## config.mk

```make
export PLATFORM = sky130hd
export DESIGN_NAME = cpu_ctrl_seq
export DESIGN_NICKNAME = d
export VERILOG_FILES = /design/src/rtl/cpu_ctrl_seq.sv
export SDC_FILE = /design/constraint.sdc
export NUM_CORES = 1
export LEC_CHECK = 0
export CAP_MARGIN = 20
export CORE_MARGIN = 3
export CORE_UTILIZATION = 35
export DETAILED_ROUTE_END_ITERATION = 12
export PLACE_DENSITY = 0.77
export SYNTH_ARGS = -nofsm -noshare
export SYNTH_HDL_FRONTEND = slang
export SYNTH_SLANG_ARGS = --single-unit
```

## constraint.sdc

```tcl
create_clock -name clk -period 0.95 [get_ports clk]
set_input_delay 0.1425 -clock clk [delete_from_list [all_inputs] [get_ports clk]]
set_output_delay 0.1425 -clock clk [all_outputs]
set_load 0.01 [all_outputs]
```

## src/rtl/cpu_ctrl_seq.sv

```systemverilog
// cpu_ctrl_seq: 8-phase instruction-cycle sequencer for the 8-bit accumulator CPU.
// Produces registered PC/IR/ACC/memory/bus strobes from the phase state, opcode and zero flag.
// Optional build macro: CTRL_INSTR_CNT_EN enables the saturating retired-instruction counter.
//
// state  | meaning
// S0     | fetch high byte: rd, load_ir
// S1     | fetch low byte: rd, load_ir, inc_pc
// S2     | idle
// S3     | inc_pc; HLT diverts to S_HALT
// S4     | operand phase 1 (ALU rd, JMP load_pc, STO bus drive)
// S5     | operand phase 2 (ALU load_acc, SKZ skip, JMP load, STO write)
// S6     | operand phase 3 (ALU rd, STO bus drive)
// S7     | SKZ second skip pulse, retire, back to S0
// S_HALT | halted; only reset leaves
module cpu_ctrl_seq #(
  parameter int OPW  = 3,
  parameter int CNTW = 16
) (
  input  logic            clk,
  input  logic            reset,
  input  logic            fetch,
  input  logic [OPW-1:0]  opcode,
  input  logic            zero,
  output logic            inc_pc,
  output logic            load_pc,
  output logic            load_ir,
  output logic            load_acc,
  output logic            rd,
  output logic            wr,
  output logic            datactl_ena,
  output logic            halt,
  output logic [CNTW-1:0] instr_cnt
);

  typedef enum logic [3:0] {
    S0     = 4'd0,
    S1     = 4'd1,
    S2     = 4'd2,
    S3     = 4'd3,
    S4     = 4'd4,
    S5     = 4'd5,
    S6     = 4'd6,
    S7     = 4'd7,
    S_HALT = 4'd8
  } state_t;

  localparam logic [OPW-1:0] OP_HLT  = OPW'(0);
  localparam logic [OPW-1:0] OP_SKZ  = OPW'(1);
  localparam logic [OPW-1:0] OP_ADD  = OPW'(2);
  localparam logic [OPW-1:0] OP_ANDD = OPW'(3);
  localparam logic [OPW-1:0] OP_XORR = OPW'(4);
  localparam logic [OPW-1:0] OP_LDA  = OPW'(5);
  localparam logic [OPW-1:0] OP_STO  = OPW'(6);
  localparam logic [OPW-1:0] OP_JMP  = OPW'(7);

  state_t r_state;
  logic   r_ena;
  logic   r_inc_pc, r_load_pc, r_load_ir, r_load_acc;
  logic   r_rd, r_wr, r_datactl_ena, r_halt;

  logic w_alu, w_sto, w_jmp, w_skz_taken, w_hlt;

  assign w_alu       = (opcode == OP_ADD) || (opcode == OP_ANDD) ||
                       (opcode == OP_XORR) || (opcode == OP_LDA);
  assign w_sto       = (opcode == OP_STO);
  assign w_jmp       = (opcode == OP_JMP);
  assign w_skz_taken = (opcode == OP_SKZ) && zero;
  assign w_hlt       = (opcode == OP_HLT);

  // Phase FSM: loads the strobes of the state being executed and advances the phase.
  always_ff @(posedge clk) begin
    if (reset) begin
      r_state       <= S0;
      r_ena         <= 1'b0;
      r_inc_pc      <= 1'b0;
      r_load_pc     <= 1'b0;
      r_load_ir     <= 1'b0;
      r_load_acc    <= 1'b0;
      r_rd          <= 1'b0;
      r_wr          <= 1'b0;
      r_datactl_ena <= 1'b0;
      r_halt        <= 1'b0;
    end else begin
      // every strobe is a single-cycle pulse unless the executed state re-asserts it
      r_inc_pc      <= 1'b0;
      r_load_pc     <= 1'b0;
      r_load_ir     <= 1'b0;
      r_load_acc    <= 1'b0;
      r_rd          <= 1'b0;
      r_wr          <= 1'b0;
      r_datactl_ena <= 1'b0;
      r_halt        <= 1'b0;
      if (!r_ena && !fetch) begin
        r_state <= S0;
      end else begin
        // first fetch enables and executes S0 on the same edge
        r_ena <= 1'b1;
        case (r_state)
          S0: begin
            r_rd      <= 1'b1;
            r_load_ir <= 1'b1;
            r_state   <= S1;
          end
          S1: begin
            r_rd      <= 1'b1;
            r_load_ir <= 1'b1;
            r_inc_pc  <= 1'b1;
            r_state   <= S2;
          end
          S2: r_state <= S3;
          S3: begin
            r_inc_pc <= 1'b1;
            if (w_hlt) begin
              r_halt  <= 1'b1;
              r_state <= S_HALT;
            end else begin
              r_state <= S4;
            end
          end
          S4: begin
            r_rd          <= w_alu;
            r_load_pc     <= w_jmp;
            r_datactl_ena <= w_sto;
            r_state       <= S5;
          end
          S5: begin
            r_rd          <= w_alu;
            r_load_acc    <= w_alu;
            r_inc_pc      <= w_skz_taken || w_jmp;
            r_load_pc     <= w_jmp;
            r_wr          <= w_sto;
            r_datactl_ena <= w_sto;
            r_state       <= S6;
          end
          S6: begin
            r_rd          <= w_alu;
            r_datactl_ena <= w_sto;
            r_state       <= S7;
          end
          S7: begin
            r_inc_pc <= w_skz_taken;
            r_state  <= S0;
          end
          S_HALT: begin
            r_halt  <= 1'b1;
            r_state <= S_HALT;
          end
          default: r_state <= S0;
        endcase
      end
    end
  end

  assign inc_pc      = r_inc_pc;
  assign load_pc     = r_load_pc;
  assign load_ir     = r_load_ir;
  assign load_acc    = r_load_acc;
  assign rd          = r_rd;
  assign wr          = r_wr;
  assign datactl_ena = r_datactl_ena;
  assign halt        = r_halt;

`ifdef CTRL_INSTR_CNT_EN
  logic [CNTW-1:0] r_instr_cnt;
  logic            w_retire;

  // an instruction retires when S7 executes or when HLT diverts into S_HALT
  assign w_retire = r_ena && ((r_state == S7) || ((r_state == S3) && w_hlt));

  // Saturating retired-instruction counter.
  always_ff @(posedge clk) begin
    if (reset) begin
      r_instr_cnt <= '0;
    end else if (w_retire && (r_instr_cnt != {CNTW{1'b1}})) begin
      r_instr_cnt <= r_instr_cnt + 1'b1;
    end
  end

  assign instr_cnt = r_instr_cnt;
`else
  assign instr_cnt = '0;
`endif

endmodule

```

# Word level (Yosys, flattened, before mapping)
# Cells that the tools add are included.
# op_classes
reduce_logical,18
eq_ne,15
n_mul,0
shift,0
mux,7
n_addsub,0
div_mod_pow,0
bitwise_logic,3
n_lt_le_gt_ge,0
# op_table
operator,count
$pmux 4 s8,1
$eq 4x3->1 const B,4
$eq 3x3->1 const B,4
$reduce_or 3->1,4
$eq 4x2->1 const B,2
$reduce_or 2->1,4
$eq 3x2->1 const B,2
$eq 4x1->1 const B,1
$eq 4x4->1 const B,1
$logic_not 4->1,1
$logic_or 1x1->1,4
$mux 4,1
$pmux 1 s2,2
$eq 3x1->1 const B,1
$logic_not 3->1,1
$not 1->1,3
$pmux 1 s3,1
$logic_and 1x1->1,2
$logic_not 1->1,2
$mux 1,2
# word_totals
reg_bits,13
n_memories,0
word_cells,53
mem_bits_ro,0
mem_bits_rw,0
output_inout_bits,24
latch_bits,0

# Depth between registers and ports, before layout
# Gate-level depths: netlist (run 1).
# logic_depth
depth_word,5
mapped_depth,4
ltp_nobuf,3

# Worst setup path after synthesis (run 1)
# No wires, ideal clock.
# synth_timing
path_type,register to register
from,reg r_state[1]
to,reg r_state[2]
path_slack_ns,-0.032
arrival_ns,0.917
path_stages_with_launch,5
setup_time_ns,0.066
cell_sequence,dfxtp_1 buf_4 nand2_1 or3_1 a21oi_2
# synth_between
elab_chain_len,2
elab_cells_between_ends,9
cone_classes,7 x eq/ne; 1 x mux; 1 x reduce/logical
# synth_rtl
item,line_no,rtl
"start, declared",56,state_t r_state;
"start signal, assigned",73,r_state <= S0;
"start signal, assigned",94,r_state <= S0;
"start signal, assigned",102,r_state <= S1;
$eq 4x4->1 (tied with other cells),98,case (r_state)
$pmux 4 s8 *,98,
# Every way passes the cells marked *; elsewhere a longest branch is shown, timed or not.
# A chain may end at the register's enable or synchronous reset.

# Worst setup path in the final report (run 1)
# Same ends and word-level chain as after synthesis.

==> results.ini, run 1 <==
[run_status]
outcome=complete, but fails checks
violations=setup timing

[timing]
hold_viol_final=0
grt_setup_unrepaired=yes
hold_ws_ps=321
drv_slew=0
fin_setup_tns_ps=-92.8
fin_ws_ps=-41.5
setup-violations-final=4
min_period_ps=991
clock-skew-final_ps=1.17
fmax_mhz=1010
min_period_over_period=1.04

[critical_path]
cp-startpoint=r_state[1]
worst-path-max-fanout=7
worstSetupStartpointType=flop
cpPeakStageDelay_ps=390
cp_cell_sequence=nand2_2 -> or3_4 -> a21oi_2
critical_path_buf_inv_count=0
end_kind=flop
cp.arrival_ps=1200
crit_required_ps=1160
crit_family=simple AND/OR/NAND/NOR gates
critical_path_class=flop to flop
cp_slowest_cell=dfxtp_4
timing.rr.start=r_state[1]

[synthesis]
synth_top_family_by_area=buffers and inverters
synth_top_cell_area_share=0.411
synthSimpleGateAreaFrac=0.223
synthXorXnorAreaFrac=0.0277
synth.top_cells.by_area=dfxtp_1, buf_4, nor3_1, nor4_4, and3_1
ys.flop_type=dfxtp_1
mappedNetlistArea_um2=633
synth_commonest_cells=buf_4, dfxtp_1, nor2_1, nor3_1
yosys_warnings=0
synth_compound_area_frac=0.0929
synthCells=67
synth_top_area_cell=dfxtp_1
avgSynthCellArea_um2=9.45
yosysSeqAreaShare=0.411
ys_seq_elements=13
synth_edf_count=0
async_flop_share=0
synthMuxAreaShare=0
synthAdderAreaFrac=0
ys_types=24
synth.most_common_cell=buf_4

[power_and_ir_drop]
power.total_mw=1.12
power.leakage_nw=0.430
power_density_nw_per_um2=1290
peakVddDrop_uv=518

[floorplan]
chipWidth_um=48.5
die_area_um2=2360
die_h_um=48.5
core_um2=1590
initial_core_util=0.397
placementRows=14
num_io_pins=31

[clocking]
cts_sinks=13
cts-root-buf=clkbuf_4
cts_tree=yes
ctsHtreeMaxLevel=1
numCtsBuffers=3
hold_buffers=0
clk_pin_slew_ps=70
clockBufferDepth=2
clk_latency_ps=280

[placement]
dpl_worst_slack_ps=-383
placedInstanceArea_um2=818
io_buffer_count=14
hpwl_um=919
place_inst=114
gp_congestion=0.786

[worst_hold_path]
min_from=reset
hold_path.class=primary input to flop

[grt]
grt_pass1_vias=471
grt_usage=0.112
overflow=0
grt_pass1_wl_um=2040
grt_max_degree=8
antenna_found_initial=0

[finish]
stdcell_count=120
post-route-util=0.546
diodes=0
synthToLayoutAreaGrowth_pct=37.4
final_cell_area_um2=870
drive_above_1_share=0.427
nets=104

[route]
via_count=511
via_per_inst=4.26
postRouteWirelength_um=1460
wire_per_inst_um=12.1
drcViolationCount=0
drt-pass1-iter-count=3
ant_nets=0
drt_iter0_drc=4

[job]
drv_cap=0

logic make-up after synthesis:
kind of cell,count (synthesis)
other cells,1
compound gates,6
buf+inv,22
xor+xnor,2
flops,13
simple gates,23
cells in the final DEF, fill, tap and decap left out, drive strengths merged:
cell type | netlist | final
xor2 | 1 | 1
buf | 19 | 23
or2 | 1 | 1
o211a | 1 | 1
clkdlybuf4s50 | 0 | 1
a21oi | 1 | 1
and4 | 1 | 1
nand4b | 1 | 1
o311ai | 1 | 1
nor2 | 5 | 5
nand2 | 3 | 3
clkbuf | 0 | 4
dfxtp | 13 | 13
dlymetal6s2s | 0 | 1
or3 | 1 | 1
and3 | 3 | 3
nor3 | 5 | 5
conb | 1 | 16
o21ai | 1 | 1
nand3 | 1 | 1
nor4 | 1 | 1
o21bai | 1 | 1
a22oi | 1 | 1
dlygate4sd2 | 0 | 4
xnor2 | 1 | 1
inv | 3 | 3
and3b | 1 | 1
worst min-delay path, delay by kind of cell:
| kind | cells | cell delay [ps] |
|---|---|---|
| AO/OA/AOI/OAI | 2 | 250 |
| buffers and inverters | 1 | 80 |
| AND/OR/NAND/NOR | 1 | 80 |
registers in the layout (all words and copies together), names as in the netlist:
signal       cells
datactl_ena      1
halt             1
inc_pc           1
load_acc         1
load_ir          1
load_pc          1
r_ena            1
r_state          4
rd               1
wr               1
power by group:
group / switching (mW) / leakage [nW] / internal (mW)
combinational: 0.108 / 0.305 / 0.0969
clock: 0.176 / 0.0150 / 0.163
sequential: 0.0169 / 0.109 / 0.559
total: 0.300 / 0.430 / 0.819
path summary, 6_finish.rpt:
path | to | slack (ps) | cells after the start
max | r_state[2] | -40 | 3
min | rd | 320 | 4
max reg2reg | r_state[2] | -40 | 3
min reg2reg | load_ir | 490 | 1
routing by layer:
metal / vias up / wire length [µm] / track usage
met3: 2 / 130 / 0.0368
met4: 0 / 27 / 0.0853
li1: 251 / - / -
met1: 232 / 505 / 0.106
met2: 26 / 792 / 0.197
met5: - / 0 / 0
cell type report:
class | count | area, µm²
Multi-Input combinational cell | 47 | 312
Timing Repair Buffer | 29 | 214
Sequential cell | 13 | 277
Fill cell | 136 | 724
Tap cell | 24 | 30.0
Clock buffer | 4 | 26.3
Inverter | 3 | 11.3
what timing repair did:
action | CTS | global route
pin swaps | 1 | 3
setup buffers | 0 | 2
endpoints found under the setup margin | 18 | 12
resized for setup | 36 | 18
Note: power is estimated with default switching activity, not from simulation.
==> inputs of run 2 (changes only) <==
Settings changed: CAP_MARGIN 20 to 30, MAX_ROUTING_LAYER set to met4.
==> run 2 against run 1 <==
The flow still finishes with violations (setup timing). Cell area is the same. Maximum frequency about the same. Largest cell class unchanged. Cell count unchanged. Critical endpoint unchanged. Clock skew increased by 0.76 ps. Total power is 0.17% lower.
==> results.ini, run 2 (synthesized netlist as in run 1, its figures left out) <==
[finish]
diodes=0  ; unchanged
layout_commonest_cell=conb_1  ; unchanged
nets=104  ; unchanged
final_cell_area_um2=870  ; unchanged
post-route-util=0.546  ; unchanged
drive_above_1_share=0.427  ; unchanged
largest_reg_flops=4  ; unchanged
top_register=r_state  ; unchanged
final_cell_mix=conb_1, buf_4, dfxtp_1, buf_2, nor2_1  ; unchanged
synthToLayoutAreaGrowth_pct=37.4  ; unchanged

[clocking]
clockBufferDepth=2  ; unchanged
cts_sinks=13  ; unchanged
cts_tree=yes  ; unchanged
cts-root-buf=clkbuf_4  ; unchanged
ctsHtreeMaxLevel=1  ; unchanged
numCtsBuffers=3  ; unchanged
clk_pin_slew_ps=70  ; about the same
clk_latency_ps=280  ; about the same

[critical_path]
r2r_slack_ps=-40  ; about the same
critical_path_class=flop to flop  ; unchanged
end_kind=flop  ; unchanged
crit_family=simple AND/OR/NAND/NOR gates  ; unchanged
cp.arrival_ps=1200  ; about the same
critical_path_buf_inv_count=0  ; unchanged
crit_required_ps=1160  ; about the same
worstSetupStartpointType=flop  ; unchanged
worst-path-max-fanout=7  ; unchanged
cp_slowest_cell=dfxtp_4  ; unchanged
cp_cell_sequence=nand2_2 -> or3_4 -> a21oi_2  ; unchanged
cpPeakStageDelay_ps=390  ; about the same

[timing]
grt_setup_unrepaired=yes  ; unchanged
hold_ws_ps=317  ; was 321 ps
fin_ws_ps=-41.7  ; was -41.5 ps
fmax_mhz=1010  ; about the same
min_period_ps=992  ; was 991 ps
hold_viol_final=0  ; unchanged
min_period_over_period=1.04  ; about the same
clock-skew-final_ps=1.93  ; was 1.17 ps
setup-violations-final=4  ; unchanged
drv_slew=0  ; unchanged

[run_status]
violations=setup timing  ; unchanged
outcome=complete, but fails checks  ; unchanged

[floorplan]
placementRows=14  ; unchanged
chipWidth_um=48.5  ; unchanged
die_h_um=48.5  ; unchanged
die_area_um2=2360  ; unchanged
num_io_pins=31  ; unchanged
initial_core_util=0.397  ; unchanged
core_um2=1590  ; unchanged

[power_and_ir_drop]
comb_power_share=0.183  ; about the same
peakVddDrop_uv=515  ; was 518 µV
p_sw_mw=0.298  ; was 0.300 mW
power.leakage_nw=0.430  ; unchanged
power.share.clock=0.302  ; was 0.303
power_density_nw_per_um2=1280  ; was 1290 nW/µm²
p_seq_frac=0.515  ; about the same
sw_frac_of_total=0.267  ; was 0.268
power.internal_mw=0.819  ; about the same

[route]
route.met3.wl_um=130  ; unchanged
drt-pass1-iter-count=4  ; was 3
via_count=506  ; was 511
dr.max_layer_used=met4  ; unchanged
via_per_inst=4.22  ; was 4.26
drt_iter0_drc=5  ; was 4
wl_met2_um=790  ; was 792 µm
ant_nets=0  ; unchanged
wire_per_inst_um=12.1  ; about the same
postRouteWirelength_um=1450  ; was 1460 µm
wl_met1_um=500  ; was 505 µm
drcViolationCount=0  ; unchanged

[grt]
grt_pass1_wl_um=2040  ; unchanged
antenna_found_initial=0  ; unchanged
grt_pass1_vias=471  ; unchanged
grt_usage=0.115  ; was 0.112
overflow=0  ; unchanged
grt_max_degree=8  ; unchanged

[worst_hold_path]
hold_path.class=primary input to flop  ; unchanged

[placement]
hpwl_um=919  ; unchanged
io_buffer_count=14  ; unchanged
placedInstanceArea_um2=818  ; unchanged
gp_congestion=0.797  ; was 0.786

[job]
drv_cap=0  ; unchanged

==> run 2: what timing repair did <==
item,in CTS,in global routing
endpoints found under the setup margin,18,12
hold buffers,0,0
setup buffers,0,2
pin swaps,1,3
gates resized for setup,36,18
==> run 2: final timing paths <==
| check | from | endpoint | depth (start not counted) |
|---|---|---|---|
| max | r_state[1] | r_state[2] | 3 |
| min | reset | rd | 4 |
| max reg2reg | r_state[1] | r_state[2] | 3 |
| min reg2reg | r_state[1] | load_ir | 1 |
==> run 2: area by class of cell <==
cell class	count	area (µm²)
Clock buffer	4	26.3
Fill cell	136	724
Inverter	3	11.3
Multi-Input combinational cell	47	312
Sequential cell	13	277
Tap cell	24	30.0
Timing Repair Buffer	29	214
==> run 2: metal layers <==
layer / vias to the layer above / track usage
met3: 2 / 0.0368
met1: 229 / 0.106
met4: 0 / 0.0853
met5: - / -
met2: 26 / 0.197
li1: 249 / -
==> run 2: power by group through the flow <==
| stage | logic (mW) | registers (mW) | clock network, mW |
|---|---|---|---|
| after CTS | 0.180 | 0.582 | 0.350 |
| after detailed placement | 0.191 | 0.593 | 0 |
| after global routing | 0.220 | 0.579 | 0.377 |
| final | 0.204 | 0.576 | 0.337 |
| after global placement | 0.188 | 0.593 | 0 |
| after floorplan | 0.150 | 0.589 | 0 |
==> run 2: metrics by stage <==
| stage | setup TNS [ps] | setup slack (ps) | cells | power [mW] |
|---|---|---|---|---|
| global route | -236 | -64.8 | 120 | 1.18 |
| detailed placement | -3870 | -383 | 114 | 0.784 |
| global placement | -3480 | -356 | 114 | 0.781 |
| finish | -91.8 | -41.7 | 120 | 1.12 |
| floorplan | -20.9 | -20.9 | 82 | 0.739 |
| CTS | -120 | -47.1 | 118 | 1.11 |
==> run 2: worst register-to-register path, stage by stage (launching register included) <==
cell     delay, ps
dfxtp_4        390
nand2_2         70
or3_4          340
a21oi_2        130
